--- config.mk ---
export PLATFORM = sky130hd
export DESIGN_NAME = tas_avg
export DESIGN_NICKNAME = d
export VERILOG_FILES = /design/src/rtl/tas_avg.sv
export SDC_FILE = /design/constraint.sdc
export NUM_CORES = 1
export LEC_CHECK = 0
export BUFFER_PORTS_ARGS = -buffer_cell sky130_fd_sc_hd__buf_2
export CAP_MARGIN = 15
export CORE_UTILIZATION = 40
export DETAILED_ROUTE_END_ITERATION = 8
export HOLD_SLACK_MARGIN = 0.1
export PLACE_DENSITY = 0.57
export SLEW_MARGIN = 20
export SYNTH_ARGS = -nofsm -noshare
export SYNTH_HDL_FRONTEND = slang
export SYNTH_SLANG_ARGS = --single-unit
--- constraint.sdc ---
create_clock -name clk_50 -period 5.7 [get_ports clk_50]
set_input_delay 0.285 -clock clk_50 [delete_from_list [all_inputs] [get_ports clk_50]]
set_output_delay 0.285 -clock clk_50 [all_outputs]
set_load 0.005 [all_outputs]
--- src/rtl/tas_avg.sv ---
// Serial temperature packet averager: deserialises header+sample bytes, averages
// 2^LOG2_AVG samples from valid packets and writes each average to sequential RAM addresses.
module tas_avg #(
    parameter int unsigned       DATA_W    = 8,
    parameter int unsigned       ADDR_W    = 11,
    parameter int unsigned       LOG2_AVG  = 2,
    parameter logic [DATA_W-1:0] HDR_VALID = DATA_W'(8'hA5),
    parameter bit                ADDR_DIR  = 1'b0
) (
    input  logic              clk_50,
    input  logic              reset,
    input  logic              serial_data,
    input  logic              data_ena,
    output logic              ram_wr_n,
    output logic [DATA_W-1:0] ram_data,
    output logic [ADDR_W-1:0] ram_addr,
    output logic              pkt_drop
);

    localparam int unsigned BIT_W = (DATA_W > 1) ? $clog2(DATA_W) : 1;
    localparam int unsigned ACC_W = DATA_W + LOG2_AVG;
    localparam int unsigned CNT_W = LOG2_AVG + 1;

    localparam logic [BIT_W-1:0]  BIT_LAST    = BIT_W'(DATA_W - 1);
    localparam logic [CNT_W-1:0]  NUM_SAMPLES = CNT_W'(1) << LOG2_AVG;
    localparam logic [CNT_W-1:0]  CNT_LAST    = CNT_W'((1 << LOG2_AVG) - 1);
    localparam logic [ADDR_W-1:0] ADDR_START  = ADDR_DIR ? {ADDR_W{1'b0}} : {ADDR_W{1'b1}};

    typedef enum logic [1:0] {StHdr, StSample, StSkip, StWrite} state_e;

    logic [BIT_W-1:0]  bit_cnt_q;
    logic [DATA_W-1:0] shift_q;
    logic              byte_done_q;

    state_e            state_q, state_d;
    logic [CNT_W-1:0]  cnt_q, cnt_d;
    logic [ACC_W-1:0]  acc_q, acc_d;
    logic              wr_n_q, wr_n_d;
    logic [DATA_W-1:0] data_q, data_d;
    logic [ADDR_W-1:0] addr_q, addr_d;
    logic              drop_q, drop_d;

    // shift_q holds the completed byte during the byte_done_q cycle, even if
    // the next byte has already started shifting in.
    always_ff @(posedge clk_50) begin
        if (reset) begin
            bit_cnt_q   <= '0;
            shift_q     <= '0;
            byte_done_q <= 1'b0;
        end else begin
            byte_done_q <= 1'b0;
            if (data_ena) begin
                shift_q <= {shift_q[DATA_W-2:0], serial_data};
                if (bit_cnt_q == BIT_LAST) begin
                    bit_cnt_q   <= '0;
                    byte_done_q <= 1'b1;
                end else begin
                    bit_cnt_q <= bit_cnt_q + 1'b1;
                end
            end else begin
                bit_cnt_q <= '0;
            end
        end
    end

    always_comb begin
        state_d = state_q;
        cnt_d   = cnt_q;
        acc_d   = acc_q;
        wr_n_d  = 1'b1;
        data_d  = data_q;
        addr_d  = addr_q;
        drop_d  = 1'b0;

        if (state_q == StWrite) begin
            addr_d = ADDR_DIR ? addr_q + 1'b1 : addr_q - 1'b1;
        end

        unique case (state_q)
            // A byte landing in the write cycle is treated as a header, so nothing is lost.
            StHdr, StWrite: begin
                if (state_q == StWrite) state_d = StHdr;
                if (byte_done_q) begin
                    cnt_d = '0;
                    if (shift_q == HDR_VALID) begin
                        acc_d   = '0;
                        state_d = StSample;
                    end else begin
                        drop_d  = 1'b1;
                        state_d = StSkip;
                    end
                end
            end
            StSample: begin
                if (cnt_q == NUM_SAMPLES) begin
                    state_d = StWrite;
                    wr_n_d  = 1'b0;
                    data_d  = acc_q[ACC_W-1:LOG2_AVG];
                end else if (byte_done_q) begin
                    acc_d = acc_q + ACC_W'(shift_q);
                    cnt_d = cnt_q + 1'b1;
                end
            end
            StSkip: begin
                if (byte_done_q) begin
                    if (cnt_q == CNT_LAST) begin
                        state_d = StHdr;
                    end else begin
                        cnt_d = cnt_q + 1'b1;
                    end
                end
            end
            default: state_d = StHdr;
        endcase
    end

    always_ff @(posedge clk_50) begin
        if (reset) begin
            state_q <= StHdr;
            cnt_q   <= '0;
            acc_q   <= '0;
            wr_n_q  <= 1'b1;
            data_q  <= '0;
            addr_q  <= ADDR_START;
            drop_q  <= 1'b0;
        end else begin
            state_q <= state_d;
            cnt_q   <= cnt_d;
            acc_q   <= acc_d;
            wr_n_q  <= wr_n_d;
            data_q  <= data_d;
            addr_q  <= addr_d;
            drop_q  <= drop_d;
        end
    end

    assign ram_wr_n = wr_n_q;
    assign ram_data = data_q;
    assign ram_addr = addr_q;
    assign pkt_drop = drop_q;

endmodule

Word level (Yosys, flattened, before mapping)
Index checks and enable logic that the tools add are counted.
W data, S select, Z words.
- bits in registers: 48
- input port bits: 4
- output and inout port bits: 21
- word-level logic and storage cells: 66
- $add $sub $neg: 4
- equality and inequality tests: 16
- mux-type cells: 21
- bitwise gates (word level): 4
- reduce and logical (&&, ||, !) cells: 11
- operator list (kind ; count):
    $mux W10 ; 4
    $pmux W10 S2 ; 1
    $ne A2 B2 Y1 const B ; 8
    $mux W3 ; 5
    $mux W2 ; 6
    $sub A11 B1 Y11 const B ; 1
    $add A10 B8 Y10 ; 1
    $reduce_and A5 Y1 ; 2
    $pmux W3 S3 ; 1
    $eq A8 B8 Y1 const B ; 1
    $add A3 B1 Y3 const B ; 2
    $eq A3 B3 Y1 const B ; 2
    $pmux W2 S3 ; 1
    $reduce_or A2 Y1 ; 3
    $reduce_or A3 Y1 ; 2
    $eq A2 B2 Y1 const B ; 2
    $not A1 Y1 ; 4
    $reduce_and A4 Y1 ; 1
    $eq A3 B2 Y1 const B ; 1
    $mux W1 ; 3
    $ne A3 B3 Y1 const B ; 1
    $eq A2 B1 Y1 const B ; 1
    $logic_not A2 Y1 ; 1
    $reduce_and A2 Y1 ; 1
    $reduce_bool A2 Y1 ; 1

Logic depth before layout (Yosys ltp)
Gate-level depths: netlist (run 1).
- depth after elaboration: 4
- gate-level depth with buffers: 9
- gate-level depth less buffers: 8

Least setup slack after synthesis (run 1)
No wires, ideal clock.
- kind: register to register
- from: reg state_q[0]
- to: reg acc_q[9]
- library setup time: 0.074 ns
- arrival time: 1.951 ns
- required time: 5.626 ns
- slack: 3.675 ns
- stages on the path, launching flop included: 9
- path buffers: 1
- clock period less this slack: 2.025 ns
- cell sequence: dfxtp_1 > inv_1 > ha_1 > buf_2 > nor2b_1 > a31oi_2 > or2_4 > or4_1 > a31oi_1
- longest elaborated chain between the ends: 4
- elaborated cells between the ends (all ways): 11
- classes of those cells: eq/ne (6); mux (1); reduce/logical (4)
- RTL lines (element ; line ; RTL):
    start: declaration ; 35 ; state_e state_q, state_d;
    start signal: assignment ; 119 ; state_q <= StHdr;
    start signal: assignment ; 127 ; state_q <= state_d;
    $eq A2 B2 Y1 / $logic_not A2 Y1 (equally long branches) ; 79 ; unique case (state_q)
    $reduce_or A2 Y1 ; 79 ;
    $ne A2 B2 Y1 (no source line) / $reduce_bool A2 Y1 (equally long branches) ; n/a ;
    $reduce_and A5 Y1 (no source line) ; n/a ;
    end signal: assignment ; 121 ; acc_q <= '0;
    end signal: assignment ; 129 ; acc_q <= acc_d;
    end: declaration ; 37 ; logic [ACC_W-1:0] acc_q, acc_d;
Several ways; a longest one is shown, not always the timed one.
A chain may end at the register's enable or synchronous reset.

Worst setup path in the final report (run 1)
- from: reg state_q[1]
- to: reg acc_q[9]
Same word-level chain as after synthesis.

==> metrics, run 1 <==
status=complete, no violations; Synth top area share=0.405; Seq/Total Area, Yosys=0.405; layout cell share with drive strength beyond 1=0.139; CTS hold repair buffers=0; drt total wl=4520 um; uppermost layer routed=met4; root buf cell=clkbuf_8; Post-Syn Area=2370 um2; Remaining DRCs=0; number of global-route vias before repair=1,712; final setup TNS=0 ps; total CTS buffers=5; Worst Hold Class=primary input to flop; Worst Path Arrival=2560 ps; Initial DRC Count=72; Avg WL per Cell=approximately 12 um; CP Max Fanout=14; Crit Path Category=flop to flop; met2 wire length=1780 um; RSZ-0062 raised after global routing=false; clk_skew=5.33 ps; GP Congestion=0.823; vias per cell=5.03; slew margin rel.=0.446; GRT Util Overall=0.166; clock latency on the worst-skew pair=approximately 300 ps; CTS resizes=0; post-synthesis async set-or-reset flop share=0; PortBufs=24; full die area=between 6000 and 7000 um2; WP data required=5920 ps; initial antenna violation count=0; Area growth, synth to finish=11.6%; Max Cap Viol=0; Core Region=5610 um2; Synth area leaders=dfxtp_1 41%, ha_1 9.0%, nand2_1 5.9%, a21oi_1 5.3%, mux2i_1 3.8%; pwr dens=253 nW/um2; CTS Sinks=48; average size of a mapped cell=8.62 um2; Synth top cells by count=48 x dfxtp_1, 37 x nand2_1, 25 x a21oi_1, 17 x ha_1, 17 x nor2_1; Synth Register Bits=48; cell count after synthesis=275; Die X=slightly below 80 um; Placed Area=2540 um2; Worst path max stage delay=480 ps; post-synthesis adder-cell area fraction=0.0982; largest family of logic cells by synthesized area=simple AND/OR/NAND/NOR gates; Top delay family on crit path=simple AND/OR/NAND/NOR gates; Site Rows=27; Final min period=2340 ps; Final setup viols=0; EDFF count, synth=0; post-route cell area=2640 um2; clock buffer depth=2; antenna-violating nets left=0; compound-gate portion of the synthesized area=0.135; Post-Synth Simple-Gate Area=0.257; largest net degree at the start of global routing=51; CTS tree=yes; register area=961 um2; Netlist cell types=44; Achievable Freq=0.428 GHz; mux contribution to synthesized area=0.0380; area taken by multi-input logic gates=1310 um2; vias=1,851; num ports=25; met1 wire length=approximately 2500 um; Top FF cell, synth=dfxtp_1; Max VDD drop=roughly 0.00013 V; ANT cells=0; most numerous cell in the Yosys netlist=dfxtp_1; Setup Fix Bufs, Post-CTS=0; Least-Margin Pin Slew=831 ps; final period utilization=0.410; Synth area leader=dfxtp_1; CP endpoint kind=flop; # nets final=317; Critical path buffers and inverters=1; Static Leak=1.05 nW; final hold violations=0; Worst Setup Start Kind=flop; GRT Residual Overflow=0; die height=79.0 um; Starting Density=0.423; Detailed Place HPWL=3260 um; slowest stage cell, crit path=or4_1; Critical Path, Cell by Cell=inv_1 > ha_1 > nand3_1 > nand2_1 > or2_4 > or4_1 > a31oi_1; max-slew violations=0; final core occ=0.471; clock transition at the registers of the reported paths=approximately 90 ps; Synthesized Nets=around 300; Pre-antenna DRT Iters=4; H-Tree Depth=2; met3 routed WL=192 um; Filler cells=591; Synth Area in XOR/XNOR=0.0259; YS warnings=0; wire length of the first global-routing pass=between 8000 and 9000 um
[power breakdown]
| group | leakage [nW] | internal (mW) | switching [mW] |
|---|---|---|---|
| combinational | 0.611 | 0.0309 | 0.0501 |
| clock | 0.0552 | 0.130 | 0.109 |
| sequential | 0.388 | 0.342 | 0.00638 |
| total | 1.05 | 0.503 | 0.166 |
[final timing paths]
check / depth (start not counted) / start / slack (ps) / to
setup reg to reg: 7 / state_q[1] / 3360 / acc_q[9]
hold / removal: 3 / serial_data / 230 / shift_q[0]
hold reg to reg: 1 / bit_cnt_q[0] / 420 / bit_cnt_q[0]
setup / recovery: 7 / state_q[1] / 3360 / acc_q[9]
[metrics by stage]
stage / hold slack [ps] / setup slack (ps) / std cells / total power [mW]
2_1_floorplan: 398 / 3680 / 275 / 0.422
3_3_place_gp: 414 / 3410 / 360 / 0.437
3_5_place_dp: 411 / 3340 / 360 / 0.437
6_report: 232 / 3360 / 368 / 0.669
5_1_grt: 248 / 3110 / 368 / 0.708
4_1_cts: 233 / 3320 / 368 / 0.680
[flip-flops by register name, summed over array words and instances, names as in the netlist]
name         flops
ram_addr        11
acc_q           10
ram_data         8
shift_q          8
bit_cnt_q        3
cnt_q            3
state_q          2
byte_done_q      1
pkt_drop         1
ram_wr_n         1
[worst register-to-register path, delay by kind of cell, from the launching register on]
kind                     cells  cell delay (ps)
buffers and inverters        1               60
adder cells (fa/ha/maj)      1              340
flip-flops                   1              370
AND/OR/NAND/NOR              4             1330
AO/OA/AOI/OAI                1              170
[cell type report]
| type | instances | share of cell area |
|---|---|---|
| clock buffer | 6 | 0.0274 |
| clock inverter | 2 | 0.0133 |
| inverter | 14 | 0.0199 |
| multi-input combinational | 202 | 0.496 |
| sequential | 48 | 0.363 |
| tap | 72 | 0.0341 |
| timing repair buffer | 24 | 0.0454 |
[layout by cell type (no fill, tap or decap), drive strengths merged, types with 6 or more instances in the layout]
| master | n |
|---|---|
| nand3 | 8 |
| ha | 17 |
| mux2i | 9 |
| nor3 | 8 |
| buf | 24 |
| dfxtp | 48 |
| inv | 14 |
| xnor2 | 6 |
| clkbuf | 6 |
| a21oi | 25 |
| nand2b | 10 |
| nand2 | 37 |
| o21ai | 7 |
| nor2 | 17 |
[routing by layer]
layer / track usage / up-vias
met1: 0.244 / 813
met4: 0.0618 / 0
met2: 0.234 / 36
li1: - / 998
met3: 0.0379 / 4
met5: 0 / -
[kinds of logic after synthesis]
family	count (synthesis)
adder cells (fa/ha/maj)	18
XOR/XNOR	7
AO/OA/AOI/OAI	52
multiplexers	9
buffers and inverters	25
AND/OR/NAND/NOR	116
flip-flops	48
Power figures use the tool's default switching activity.
==> inputs of run 2 (changes only) <==
- PLACE_DENSITY: 0.57 -> 0.59
- clock period: 5.7 -> 1.9 ns (I/O delays scaled with it)
==> run 2 against run 1 <==
  * Worst setup slack got worse by 3300 ps
  * Flip-flop and latch count is the same
  * Register-to-register slack worse by 3300 ps
  * Total power grew to 3.1 times the previous value
  * First-iteration DRC count grew 42%
==> metrics, run 2 (synthesis gave the netlist of run 1 again) <==
PortBufs=24 (unchanged); R2R Setup Slk=90 ps (-3270 ps); met3 usage=0.0414 (+0.00345); max-slew violations=0 (unchanged); clock latency on the worst-skew pair=300 ps (about the same); Pre-antenna DRT Iters=4 (unchanged); cell mode on critical path=a21o_1; CP Max Fanout=4 (-10); WP data required=2100 ps (-3820 ps); most used routing layer=met2; clock transition at the registers of the reported paths=90 ps (about the same); register area=970 um2 (+0.91%); met1 Use GR=0.232 (-0.0121); reg2reg end=acc_q[8]; final setup TNS=0 ps (unchanged); max reg flops=11 (unchanged); Starting Density=0.423 (unchanged); reg2reg path depth=6 (-1); Worst path max stage delay=360 ps (-120 ps); vias=1,980 (+7.0%); WHS=232 ps (-0.148 ps); Critical Path, Cell by Cell=ha_1 > a21o_1 > a21o_1 > a221oi_1 > mux2i_1 > a21oi_1; largest net degree at the start of global routing=40 (-22%); GP Congestion=0.813 (-1.2%); CTS Sinks=48 (unchanged); Worst Hold Class=primary input to flop; slew margin rel.=0.574 (+0.128); Site Rows=27 (unchanged); Crit Path Category=flop to flop; CP endpoint kind=flop; RR Startpoint=shift_q[5]; Core Region=5610 um2 (unchanged); Final min period=1810 ps (-531 ps); die height=79.0 um (unchanged); clk_skew=7.26 ps (+1.93 ps); Power Total=2.07 mW (+210%); status=complete, no violations; total CTS buffers=5 (unchanged); full die area=6240 um2 (unchanged); Remaining DRCs=0 (unchanged); layout cell share with drive strength beyond 1=0.247 (+0.108); commonest non-fill, non-tap cell in the layout=dfxtp_1; Setup Fix Bufs, Post-CTS=0 (unchanged); Static Leak=1.18 nW (+12%); Least-Margin Pin Slew=639 ps (-192 ps); Placed Area=2720 um2 (+7.2%); Die X=79.0 um (unchanged); Filler cells=556 (-5.9%); post-route cell area=2880 um2 (+9.0%); area taken by multi-input logic gates=1380 um2 (+4.8%); CTS tree=yes; Worst Setup Start Kind=flop; Max VDD drop=0.000361 V (+170%); slowest stage cell, crit path=dfxtp_2; Avg WL per Cell=12.7 um (+3.3%); ANT cells=0 (unchanged); grt met2 use=0.271 (+0.0371); Non-Filler Instances=392 (+6.5%); Initial DRC Count=102 (+42%); wire length of the first global-routing pass=8380 um (+3.1%); Max Cap Viol=0 (unchanged); most frequent cells in the layout=43 x dfxtp_1, 37 x nand2_1, 24 x a21oi_1, 24 x buf_2, 23 x buf_4; Achievable Freq=0.554 GHz (+29%); initial antenna violation count=0 (unchanged); antenna-violating nets left=0 (unchanged); Cells after DPL=383 (+6.4%); Worst Path Arrival=2000 ps (-560 ps); worst hold path endpoint=byte_done_q; critical hold path startpoint=data_ena; Detailed Place HPWL=3580 um (+9.8%); number of global-route vias before repair=1,837 (+7.3%); drt total wl=4970 um (+10%); num ports=25 (unchanged); Area growth, synth to finish=21.6%; Final setup viols=0 (unchanged); final period utilization=0.951 (+0.541); # nets final=341 (+7.6%); final hold violations=0 (unchanged); GRT Util Overall=0.173 (+0.00683); root buf cell=clkbuf_8; vias per cell=5.05 (+0.42%); H-Tree Depth=2 (unchanged); pwr dens=718 nW/um2 (+180%); clock buffer depth=2 (unchanged); Hold Crit Depth=2 (-1); GRT Residual Overflow=0 (unchanged)
run 2: cell types whose count changed in the layout (fill, tap and decap cells not counted), sizes merged:
| cell | previous run | this run |
|---|---|---|
| buf | 24 | 47 |
| clkinv | 1 | 2 |
| bufinv | 1 | 0 |
| dlygate4sd3 | 0 | 1 |
run 2: how the worst max path moves through the flow:
stage,startpoint,endpoint,cells after the start
after floorplan,state_q[0],acc_q[9],8
after global routing,shift_q[0],acc_q[6],8
after CTS,state_q[0],acc_q[9],7
after global placement,shift_q[0],acc_q[8],8
final,shift_q[5],acc_q[8],6
after detailed placement,state_q[0],acc_q[9],7
run 2: area by class of cell:
cell class	instances	area share
Clock buffer	6	0.0286
Multi-Input combinational cell	202	0.477
Timing Repair Buffer	48	0.105
Clock inverter	2	0.00347
Tap cell	72	0.0313
Inverter	14	0.0182
Sequential cell	48	0.336
run 2: repair_timing:
action	4_1_cts	5_1_grt
resized for setup	2	17
endpoints found under the setup margin	3	16
hold buffers	1	0
gates cloned	0	0
hold endpoints to repair	1	0
run 2: worst max-delay path, delay by kind of cell (launching register included):
| kind | cells | cell delay (ps) |
|---|---|---|
| AOI/OAI and AO/OA | 4 | 780 |
| adders and majority gates | 1 | 310 |
| muxes | 1 | 260 |
| DFF | 1 | 360 |
run 2: report_power, final:
group	switching, mW	total [mW]	leakage (nW)	internal [mW]
Clock	0.345	0.636	0.0510	0.291
Combinational	0.192	0.386	0.735	0.194
Sequential	0.0179	1.05	0.390	1.03
run 2: layer usage:
| metal | wire length, um | share of wire | vias up |
|---|---|---|---|
| li1 | - | - | 1046 |
| met1 | 2540 | 0.51 | 895 |
| met2 | 2200 | 0.44 | 34 |
| met3 | 175 | 0.035 | 5 |
| met4 | 53 | 0.011 | 0 |
| met5 | 0 | 0 | - |
run 2: stage by stage:
stage	util	setup WS (ps)
3_3_place_gp	0.485	-1.78
3_5_place_dp	0.485	-4.46
2_1_floorplan	-	29.8
6_report	0.514	93.4
4_1_cts	0.504	1.33
5_1_grt	0.514	-2.53
==> inputs of run 3 (changes only) <==
- CTS_BUF_LIST: default -> sky130_fd_sc_hd__clkbuf_16
==> run 3 against run 2 <==
  * Cell count grew 0.26%
  * Register-to-register slack barely moved
  * Largest power group unchanged
  * Global-route usage down 0.22 points
  * Hold slack improved by 12 ps
  * Worst setup slack improved by 7.1 ps
  * Total power increased by 10%
  * Clock skew down 0.96 ps
  * Combinational power up 1%
==> metrics, run 3 (synthesis gave the netlist of run 1 again) <==
clock buffer depth=2 (unchanged); reg2reg end=acc_q[8]; Worst Setup Start Kind=flop; RR Startpoint=shift_q[5]; register area=970 um2 (unchanged); max reg flops=11 (unchanged); Worst Hold Class=primary input to flop; PortBufs=24 (unchanged); area taken by multi-input logic gates=1380 um2 (+0.18%); cell mode on critical path=a21o_1; Max VDD drop=0.000434 V (+20%); Worst path max stage delay=360 ps (about the same); Avg WL per Cell=12.6 um (-0.60%); GRT Residual Overflow=0 (unchanged); Worst Path Arrival=1980 ps (-20 ps); reg2reg path depth=6 (unchanged); Remaining DRCs=0 (unchanged); WP data required=2080 ps (-20 ps); wire length of the first global-routing pass=8310 um (-0.82%); clock transition at the registers of the reported paths=60 ps (-30 ps); final period utilization=0.947 (-0.00374); Core Region=5610 um2 (unchanged); root buf cell=clkbuf_16; pwr dens=777 nW/um2 (+8.1%); Filler cells=551 (-0.90%); antenna-violating nets left=0 (unchanged); most frequent cells in the layout=43 x dfxtp_1, 37 x nand2_1, 24 x a21oi_1, 24 x buf_2, 24 x buf_4; status=complete, no violations; clock latency on the worst-skew pair=280 ps (-20 ps); final hold violations=0 (unchanged); RSZ-0062 raised after global routing=true; drt total wl=4960 um (-0.34%); crit path to=acc_q[8]; Final setup viols=0 (unchanged); CTS tree=yes; Starting Density=0.423 (unchanged); total CTS buffers=5 (unchanged); Initial DRC Count=78 (-24%); CP endpoint kind=flop; Die X=79.0 um (unchanged); Power Total=2.28 mW (+10%); slowest stage cell, crit path=a221oi_1; # nets final=342 (+0.29%); clk_skew=6.30 ps (-0.961 ps); H-Tree Depth=2 (unchanged); Cells after DPL=383 (unchanged); Achievable Freq=0.556 GHz (+0.39%); die height=79.0 um (unchanged); ANT cells=0 (unchanged); GRT Util Overall=0.171 (-0.00220); Non-Filler Instances=393 (+0.26%); Max Cap Viol=0 (unchanged); CTS Sinks=48 (unchanged); R2R Setup Slk=100 ps (about the same); GP Congestion=0.813 (unchanged); commonest non-fill, non-tap cell in the layout=dfxtp_1; Pre-antenna DRT Iters=4 (unchanged); Crit Path Category=flop to flop; vias per cell=5.02 (-0.56%); Critical Path, Cell by Cell=ha_1 > a21o_1 > a21o_1 > a221oi_1 > mux2i_1 > a21oi_1; Static Leak=1.20 nW (+2.0%); CP Max Fanout=4 (unchanged); layout cell share with drive strength beyond 1=0.252 (+0.00546); Site Rows=27 (unchanged); Least-Margin Pin Slew=623 ps (-15.6 ps); largest net degree at the start of global routing=40 (unchanged); number of global-route vias before repair=1,818 (-1.0%); Detailed Place HPWL=3580 um (unchanged); max-slew violations=0 (unchanged); num ports=25 (unchanged); full die area=6240 um2 (unchanged); vias=1,974 (-0.30%); Worst setup startpoint=shift_q[5]; Area growth, synth to finish=24.0%; Final min period=1800 ps (-7.10 ps); slew margin rel.=0.585 (+0.0104); initial antenna violation count=0 (unchanged)
==> run 3: cell count changes in the layout (fill, tap and decap cells not counted), sizes merged <==
cell    delta
clkbuf     -1
buf        +1
clkinv     +1
==> run 3: worst max-delay path: cells and delay by family (launching register included) <==
| family | cells | cell delay (ps) |
|---|---|---|
| AO/OA/AOI/OAI | 4 | 790 |
| flip-flops | 1 | 350 |
| adder cells (fa/ha/maj) | 1 | 310 |
| multiplexers | 1 | 250 |
==> run 3: what timing repair did <==
item	CTS	global route
endpoints found under the hold margin	1	0
pin swaps	0	3
resized for setup	1	17
setup buffers	0	1
endpoints found under the setup margin	1	16
hold buffers	1	0
==> run 3: power by group <==
part,internal [mW],switching [mW]
Combinational,0.194,0.197
Clock,0.478,0.363
Sequential,1.03,0.0175
==> run 3: area by class of cell <==
type                       count  share of cell area
clock buffer                   5              0.0426
timing repair buffer          49               0.106
multi-input combinational    202               0.469
inverter                      14              0.0179
sequential                    48               0.330
clock inverter                 3             0.00468
tap                           72              0.0307
==> run 3: per-layer routing <==
metal,up-vias,track usage,share of wire
met5,-,0,0
met4,0,0.0600,0.012
met3,5,0.0345,0.040
met2,35,0.271,0.45
met1,888,0.230,0.50
li1,1046,-,-
==> run 3: stage by stage <==
step	hold WS (ps)	cell area [um2]	setup slack, ps	TNS [ps]	util
finish	244	2940	101	0	0.524
global route	256	2940	-29.9	-33.0	0.524
CTS	243	2870	1.50	0	0.512
detailed placement	336	2720	-4.46	-4.46	0.485
global placement	327	2720	-1.78	-1.78	0.485
floorplan	243	2380	29.8	0	-
==> run 3: worst min path at each step <==
stage                            from           to  slack, ps  cells past startpoint
final                        data_ena  byte_done_q        240                      2
after detailed placement  serial_data   shift_q[0]        340                      3
after floorplan           serial_data   shift_q[0]        240                      2
after CTS                    data_ena  byte_done_q        240                      2
after global placement    serial_data   shift_q[0]        330                      3
after global routing         data_ena   shift_q[5]        260                      3
